File: config.mk
export PLATFORM = sky130hd
export DESIGN_NAME = cwc_capture_reader
export DESIGN_NICKNAME = d
export VERILOG_FILES = /design/src/rtl/cwc_capture_reader.sv
export SDC_FILE = /design/constraint.sdc
export NUM_CORES = 1
export LEC_CHECK = 0
export CORE_MARGIN = 5
export CORE_UTILIZATION = 50
export DETAILED_ROUTE_END_ITERATION = 8
export GPL_ROUTABILITY_DRIVEN = 0
export PLACE_DENSITY = 0.9
export SETUP_SLACK_MARGIN = 0.5
export SYNTH_ARGS = -nofsm -noshare
export SYNTH_HDL_FRONTEND = slang
export SYNTH_SLANG_ARGS = --single-unit
File: constraint.sdc
create_clock -name clk -period 2.3 [get_ports clk]
set_input_delay 0.46 -clock clk [delete_from_list [all_inputs] [get_ports clk]]
set_output_delay 0.46 -clock clk [all_outputs]
set_load 0.05 [all_outputs]
File: src/rtl/cwc_capture_reader.sv
`default_nettype none
// ============================================================================
// Module  : cwc_capture_reader
// Brief   : Streams samples out of a capture RAM as bytes, MSB byte first.
//           Optional 4-byte header enabled by macro CWC_READER_HEADER_EN.
// Revision: 1.0 - initial release
// ============================================================================
module cwc_capture_reader #(
  parameter int DATA_WIDTH = 19,
  parameter int RAM_DEPTH  = 16384,
  parameter int ADDR_W     = 14
) (
  input  logic                  clk,
  input  logic                  rst,
  input  logic                  start,
  input  logic [ADDR_W-1:0]     start_addr,
  input  logic [ADDR_W:0]       num_samples,
  output logic                  ram_rd_en,
  output logic [ADDR_W-1:0]     ram_rd_addr,
  input  logic [DATA_WIDTH-1:0] ram_rd_data,
  output logic [7:0]            tx_data,
  output logic                  tx_valid,
  input  logic                  tx_ready,
  output logic                  tx_last,
  output logic                  busy,
  output logic                  done
);

  localparam int BPS     = (DATA_WIDTH + 7) / 8;
  localparam int SHW     = BPS * 8;
  localparam int BIDX_W  = 8;

  localparam logic [BIDX_W-1:0] c_LAST_BIDX = BIDX_W'(BPS - 1);
  localparam logic [ADDR_W:0]   c_ONE       = (ADDR_W+1)'(1);
  localparam logic [ADDR_W-1:0] c_ADDR_TOP  = ADDR_W'(RAM_DEPTH - 1);

`ifdef CWC_READER_HEADER_EN
  typedef enum logic [2:0] {S_IDLE, S_HDR, S_FETCH, S_WAIT, S_SEND, S_FIN} state_t;
`else
  typedef enum logic [2:0] {S_IDLE, S_FETCH, S_WAIT, S_SEND, S_FIN} state_t;
`endif

  state_t              state_q, state_d;
  logic [ADDR_W-1:0]   addr_q, addr_d;
  logic [ADDR_W:0]     remain_q, remain_d;
  logic [SHW-1:0]      sh_q, sh_d;
  logic [BIDX_W-1:0]   bidx_q, bidx_d;

  always_ff @(posedge clk) begin
    if (rst) begin
      state_q  <= S_IDLE;
      addr_q   <= '0;
      remain_q <= '0;
      sh_q     <= '0;
      bidx_q   <= '0;
    end else begin
      state_q  <= state_d;
      addr_q   <= addr_d;
      remain_q <= remain_d;
      sh_q     <= sh_d;
      bidx_q   <= bidx_d;
    end
  end

`ifdef CWC_READER_HEADER_EN
  logic [15:0] hdr_num;
  assign hdr_num = 16'(remain_q);
`endif

  always_comb begin
    state_d   = state_q;
    addr_d    = addr_q;
    remain_d  = remain_q;
    sh_d      = sh_q;
    bidx_d    = bidx_q;
    ram_rd_en = 1'b0;
    tx_valid  = 1'b0;
    tx_last   = 1'b0;
    tx_data   = sh_q[SHW-1 -: 8];
    case (state_q)
      S_IDLE: begin
        if (start) begin
          addr_d   = start_addr;
          remain_d = num_samples;
          bidx_d   = '0;
`ifdef CWC_READER_HEADER_EN
          state_d  = S_HDR;
`else
          state_d  = (num_samples == '0) ? S_FIN : S_FETCH;
`endif
        end
      end
`ifdef CWC_READER_HEADER_EN
      S_HDR: begin
        tx_valid = 1'b1;
        case (bidx_q[1:0])
          2'd0:    tx_data = 8'hCA;
          2'd1:    tx_data = 8'h57;
          2'd2:    tx_data = hdr_num[15:8];
          default: tx_data = hdr_num[7:0];
        endcase
        tx_last = (bidx_q == BIDX_W'(3)) && (remain_q == '0);
        if (tx_ready) begin
          if (bidx_q == BIDX_W'(3)) begin
            bidx_d  = '0;
            state_d = (remain_q == '0) ? S_FIN : S_FETCH;
          end else begin
            bidx_d  = bidx_q + 1'b1;
          end
        end
      end
`endif
      S_FETCH: begin
        ram_rd_en = 1'b1;
        addr_d    = (addr_q == c_ADDR_TOP) ? '0 : addr_q + 1'b1;
        state_d   = S_WAIT;
      end
      S_WAIT: begin
        sh_d    = SHW'(ram_rd_data);
        bidx_d  = '0;
        state_d = S_SEND;
      end
      S_SEND: begin
        tx_valid = 1'b1;
        tx_last  = (bidx_q == c_LAST_BIDX) && (remain_q == c_ONE);
        // Shift only on handshake so data stays frozen under backpressure.
        if (tx_ready) begin
          sh_d = sh_q << 8;
          if (bidx_q == c_LAST_BIDX) begin
            remain_d = remain_q - c_ONE;
            state_d  = (remain_q == c_ONE) ? S_FIN : S_FETCH;
          end else begin
            bidx_d   = bidx_q + 1'b1;
          end
        end
      end
      S_FIN:   state_d = S_IDLE;
      default: state_d = S_IDLE;
    endcase
  end

  assign ram_rd_addr = addr_q;
  assign busy        = (state_q != S_IDLE);
  assign done        = (state_q == S_FIN);

endmodule
`default_nettype wire

* Word-level counts from Yosys, hierarchy flattened *
Index checks and enable logic that the tools add are counted.

storage, ports and cells
  output and inout port bits = 27
  bits of input ports = 52
  word-level logic and storage cells = 54
  register bits = 64

cells by class
  reductions and logical operators = 13
  add/subtract/negate cells = 3
  mux-type cells = 22
  equality and inequality tests = 11

operators by type and width
  operator                                                              number
  24-bit one-hot mux with 2 select lines                                1
  15-bit two-way mux                                                    3
  15-bit one-hot mux with 2 select lines                                1
  14-bit two-way mux                                                    2
  14-bit one-hot mux with 2 select lines                                1
  24-bit two-way mux                                                    1
  8-bit two-way mux                                                     3
  8-bit one-hot mux with 3 select lines                                 1
  15-bit by 1-bit == test with 1-bit output, second input constant      1
  15-bit zero test                                                      1
  3-bit two-way mux                                                     5
  15-bit by 1-bit subtractor with 15-bit output, second input constant  1
  14-bit by 1-bit adder with 14-bit output, second input constant       1
  14-bit == test, second input constant                                 1
  3-bit one-hot mux with 4 select lines                                 1
  8-bit by 1-bit adder with 8-bit output, second input constant         1
  8-bit by 2-bit == test with 1-bit output, second input constant       1
  2-bit != test, second input constant                                  4
  4-bit AND reduction                                                   2
  3-bit by 2-bit == test with 1-bit output, second input constant       2
  2-bit nonzero test                                                    3
  3-bit nonzero test                                                    2
  2-bit AND reduction                                                   2
  3-bit by 1-bit == test with 1-bit output, second input constant       1
  5 further kinds                                                       7

* Longest topological paths before layout *
  word-level depth = 5
  gate-level depth with buffers = 7
  depth with buffers taken out = 6

* Least setup slack after synthesis *
OpenSTA, ideal clock, no wires.

  path kind = register to output
  start point = reg state_q[1]
  end point = out tx_last
  stages on the path, launching flop included = 7
  data arrival time = 2.722 ns
  buffers on the path = 2
  required time = 1.840 ns
  setup slack = -0.882 ns
  path through = dfxtp_1 -> clkbuf_1 -> nand3b_1 -> clkinv_1 -> clkbuf_1 -> nand4_1 -> nor3_1

on the way
  cells in the longest elaborated chain, start to end = 2

RTL lines
  what                                      line  source
  start: declaration                        43    state_t state_q, state_d;
  start signal: assignment                  57    state_q <= state_d;
  3-bit by 2-bit == test with 1-bit output  80    case (state_q)
  1-bit two-way mux                         80
  end: declaration                          24    output logic tx_last,

No other way between the ends.

* Final worst setup path *
  start point = reg remain_q[7]
  end point = out tx_last

on the way
  cells in the longest elaborated chain, start to end = 3

RTL lines
  what                                       line  source
  start: declaration                         45    logic [ADDR_W:0] remain_q, remain_d;
  start signal: assignment                   59    remain_q <= remain_d;
  15-bit by 1-bit == test with 1-bit output  125   tx_last = (bidx_q == c_LAST_BIDX) && (remain_q == c_ONE);
  1-bit logical AND                          125
  1-bit two-way mux                          80

No other way between the ends.

==> impl_metrics.csv <==
group,metric,value,unit
die,start_util,0.503,
timing,min_period_over_period,1.06,
timing,hold_ws,496,ps
logic_synthesis,yosys_warnings,0,
logic_synthesis,synthDistinctLibCells,67,
clock_network,cts_max_path_buffers,2,
timing,layout_setup_ws,-140,ps
logic_synthesis,postSynth.asyncResetShare,0,
logic_synthesis,synth-simple-area-share,0.297,
die,core,7610,um^2
worst_setup_path,cp_max_fo,3,
timing,worst_pin_slew,731,ps
timing,clock_skew,15.8,ps
flow_run,maxCapViolCount,0,
worst_setup_path,crit_chain,"nor3_2 -> and4_4 -> nand4_1 -> nor3_4 -> buf_12",
pwr,totalPowerFinal,5.06,mW
clock_network,clk_latency,370,ps
finish,design_area,5920,um^2
route,wire_per_inst,24.7,um
logic_synthesis,avgSynthCellArea,7.81,um^2
worst_setup_path,crit_arrival,1980,ps
logic_synthesis,dominantRegCellSynth,"dfxtp_1",
die,num_rows,32,
worst_setup_path,reg2regPathDepth,9,
timing,rsz0062_at_grt,"yes",
finish,fillCellCount,391,
place,numPortBuffers,78,
route,wl,17500,um
die,pin_count,79,
logic_synthesis,yosysTopAreaCell,"dfxtp_1",
logic_synthesis,synth_compound_area_frac,0.247,
route,drt_pass1_iterations,9,
timing,setup_tns,-140,ps
grt,grt_pass1_wl,23600,um
clock_network,numClockSinks,64,
min_path,min_path_type,"in2reg",
finish,area_delta_synth_final,54.6,%
logic_synthesis,synth_fa_ha_area_frac,0.0196,
timing,fin_crit,2440,ps
die,die_w,97.5,um
status,status,"finished, violations left",
finish,nNetsFinal,661,
logic_synthesis,synth-xor-area-share,0.00686,
pwr,power_density,855,nW/um^2
timing,max_freq,410,MHz
worst_setup_path,cp.required,1840,ps
timing,setup_viol,1,
worst_setup_path,cp-end-kind,"output port",
logic_synthesis,synth_top_area_frac,0.335,
pwr,leakagePower,2.20,nW
route,drc_errors,1,
timing,hold_viol,0,
grt,antenna_found_initial,1,
route,drt_iter0_markers,934,
place,dpl_worst_slack,-136,ps
grt,grt.total_usage,0.301,
logic_synthesis,ys_seq_area_frac,0.335,
worst_setup_path,cp_slowest_cell,"dfxtp_2",
place,post_dp_cell_area,4830,um^2
status,violations,"DRC, setup timing",
die,die_y,97.5,um
route,ant_nets,0,
route,vias,5174,
pwr,ir_drop,0.515,mV
route,vias_per_cell,7.29,
min_path,min_path_cells,2,
place,hpwl,8130,um
clock_network,h-tree-depth,3,
timing,slew_headroom,0.511,
logic_synthesis,synth_area_leaders,"dfxtp_1, nand2_1, a21oi_1",
die,die_area,9510,um^2
worst_setup_path,worstSetupPathType,"reg2out",
clock_network,cts_root_buffer,"clkbuf_8",
logic_synthesis,synth.net_count,548,
logic_synthesis,synthCells,490,
finish,num_antenna_cells,0,
finish,drive_gt1_frac,0.306,
timing,maxSlewViolCount,0,
logic_synthesis,ys_ff_latch,64,
grt,grt_pass1_vias,4636,
logic_synthesis,synth_top_family_by_area,"simple AND/OR/NAND/NOR gates",
logic_synthesis,syn-cell-area,3830,um^2
clock_network,cts_buffers,9,
worst_setup_path,slowest_delay,350,ps
worst_setup_path,cp-start-kind,"flip-flop",
grt,grt_max_degree,43,
logic_synthesis,synth_edf_count,0,
logic_synthesis,muxShareOfSynthArea,0.0203,
clock_network,path_clk_slew,80,ps
grt,overflow,0,
clock_network,tritoncts,"yes",
-- worst max-delay path, delay by kind of cell, from the launching register on --
family | cells | cell delay [ps]
AND/OR/NAND/NOR | 4 | 1090
flip-flops | 1 | 350
buffers and inverters | 1 | 170
-- stage by stage --
stage | util | std cells
2_1_floorplan | - | 490
3_3_place_gp | 0.635 | 649
3_5_place_dp | 0.635 | 649
4_1_cts | 0.717 | 690
5_1_grt | 0.778 | 710
6_report | 0.778 | 710
-- worst paths after layout --
check              start    endpoint  slack [ps]
max          remain_q[7]     tx_last        -140
min                  rst   bidx_q[1]         500
max reg2reg    bidx_q[0]  state_q[0]         140
min reg2reg     sh_q[15]    sh_q[23]         520
-- metal layers --
metal  up-vias  wire (um)  share of wire  GRT usage
li1       2069          -              -          -
met1      2345       5770           0.33      0.340
met2       578       8050           0.46      0.513
met3       180       2260           0.13     0.0732
met4         2       1430          0.081      0.176
met5         -         27         0.0015          0
-- cell families after synthesis --
kind of cell	count (synthesis)
and+or+nand+nor	209
AOI/OAI and AO/OA	137
buffers and inverters	64
DFF	64
muxes	7
adders and majority gates	6
xor gates and xnor gates	3
-- state kept, by name, summed over array words and instances (netlist names) --
register     flops
bidx_q           8
remain_q        15
state_q          3
ram_rd_addr     14
sh_q            24
-- layout by cell type (no fill, tap or decap), drive strengths merged, types with 4 or more instances in the layout --
| cell type | netlist | routed |
|---|---|---|
| buf | 15 | 71 |
| dfxtp | 64 | 64 |
| clkdlybuf4s50 | 0 | 48 |
| nand2 | 47 | 47 |
| a21oi | 36 | 37 |
| nor2 | 36 | 36 |
| nand3 | 19 | 19 |
| nor3 | 19 | 19 |
| o21ai | 17 | 17 |
| dlygate4sd2 | 0 | 16 |
| inv | 16 | 15 |
| clkbuf | 32 | 15 |
| nand4 | 13 | 13 |
| a22oi | 12 | 12 |
| a311oi | 12 | 12 |
| a31oi | 11 | 11 |
| o32ai | 10 | 10 |
| nor3b | 9 | 9 |
| nor2b | 9 | 9 |
| nor4 | 9 | 9 |
| nand2b | 8 | 8 |
| nor4b | 8 | 8 |
| and2 | 7 | 7 |
| mux2 | 6 | 6 |
| ha | 6 | 6 |
| clkinv | 1 | 5 |
| and4 | 5 | 5 |
| nand3b | 4 | 4 |
| clkinvlp | 0 | 4 |
| o31ai | 4 | 4 |
| a21boi | 4 | 4 |
| or3 | 3 | 4 |
-- power by group --
group	leakage [nW]	total [mW]	internal (mW)	switching, mW
logic	1.59	2.61	1.10	1.51
clock network	0.0854	0.895	0.390	0.505
registers	0.530	1.55	1.30	0.250
total	2.20	5.06	2.80	2.27
-- layout make-up --
type                    count  area (um^2)  share of cell area
repair buffers            147         1550               0.261
clock inverters             7         47.5             0.00803
clock buffers               9          124              0.0209
multi-input cells         364         2690               0.455
inverters                  17         72.6              0.0123
well taps                 102          128              0.0216
flip-flops and latches     64         1310               0.221
-- cells in the mapped netlist, types with 9 or more instances --
master    count
nor4_1        9
clkbuf_1     31
a31oi_1      11
nor2b_1       9
o21ai_0      17
a22oi_1      12
o32ai_1      10
nand3_1      19
nand4_1      13
nand2_1      47
dfxtp_1      64
a311oi_1     12
inv_1        16
nor2_1       36
a21oi_1      35
nor3_1       19
-- timing repair --
| action | 4_1_cts | 5_1_grt |
|---|---|---|
| resized for setup | 95 | 67 |
| cloned | 2 | 4 |
| setup endpoints to repair | 67 | 67 |
| hold buffers | 0 | 0 |
| setup buffers | 23 | 16 |
| pin swaps | 23 | 25 |
Power figures use the tool's default switching activity.
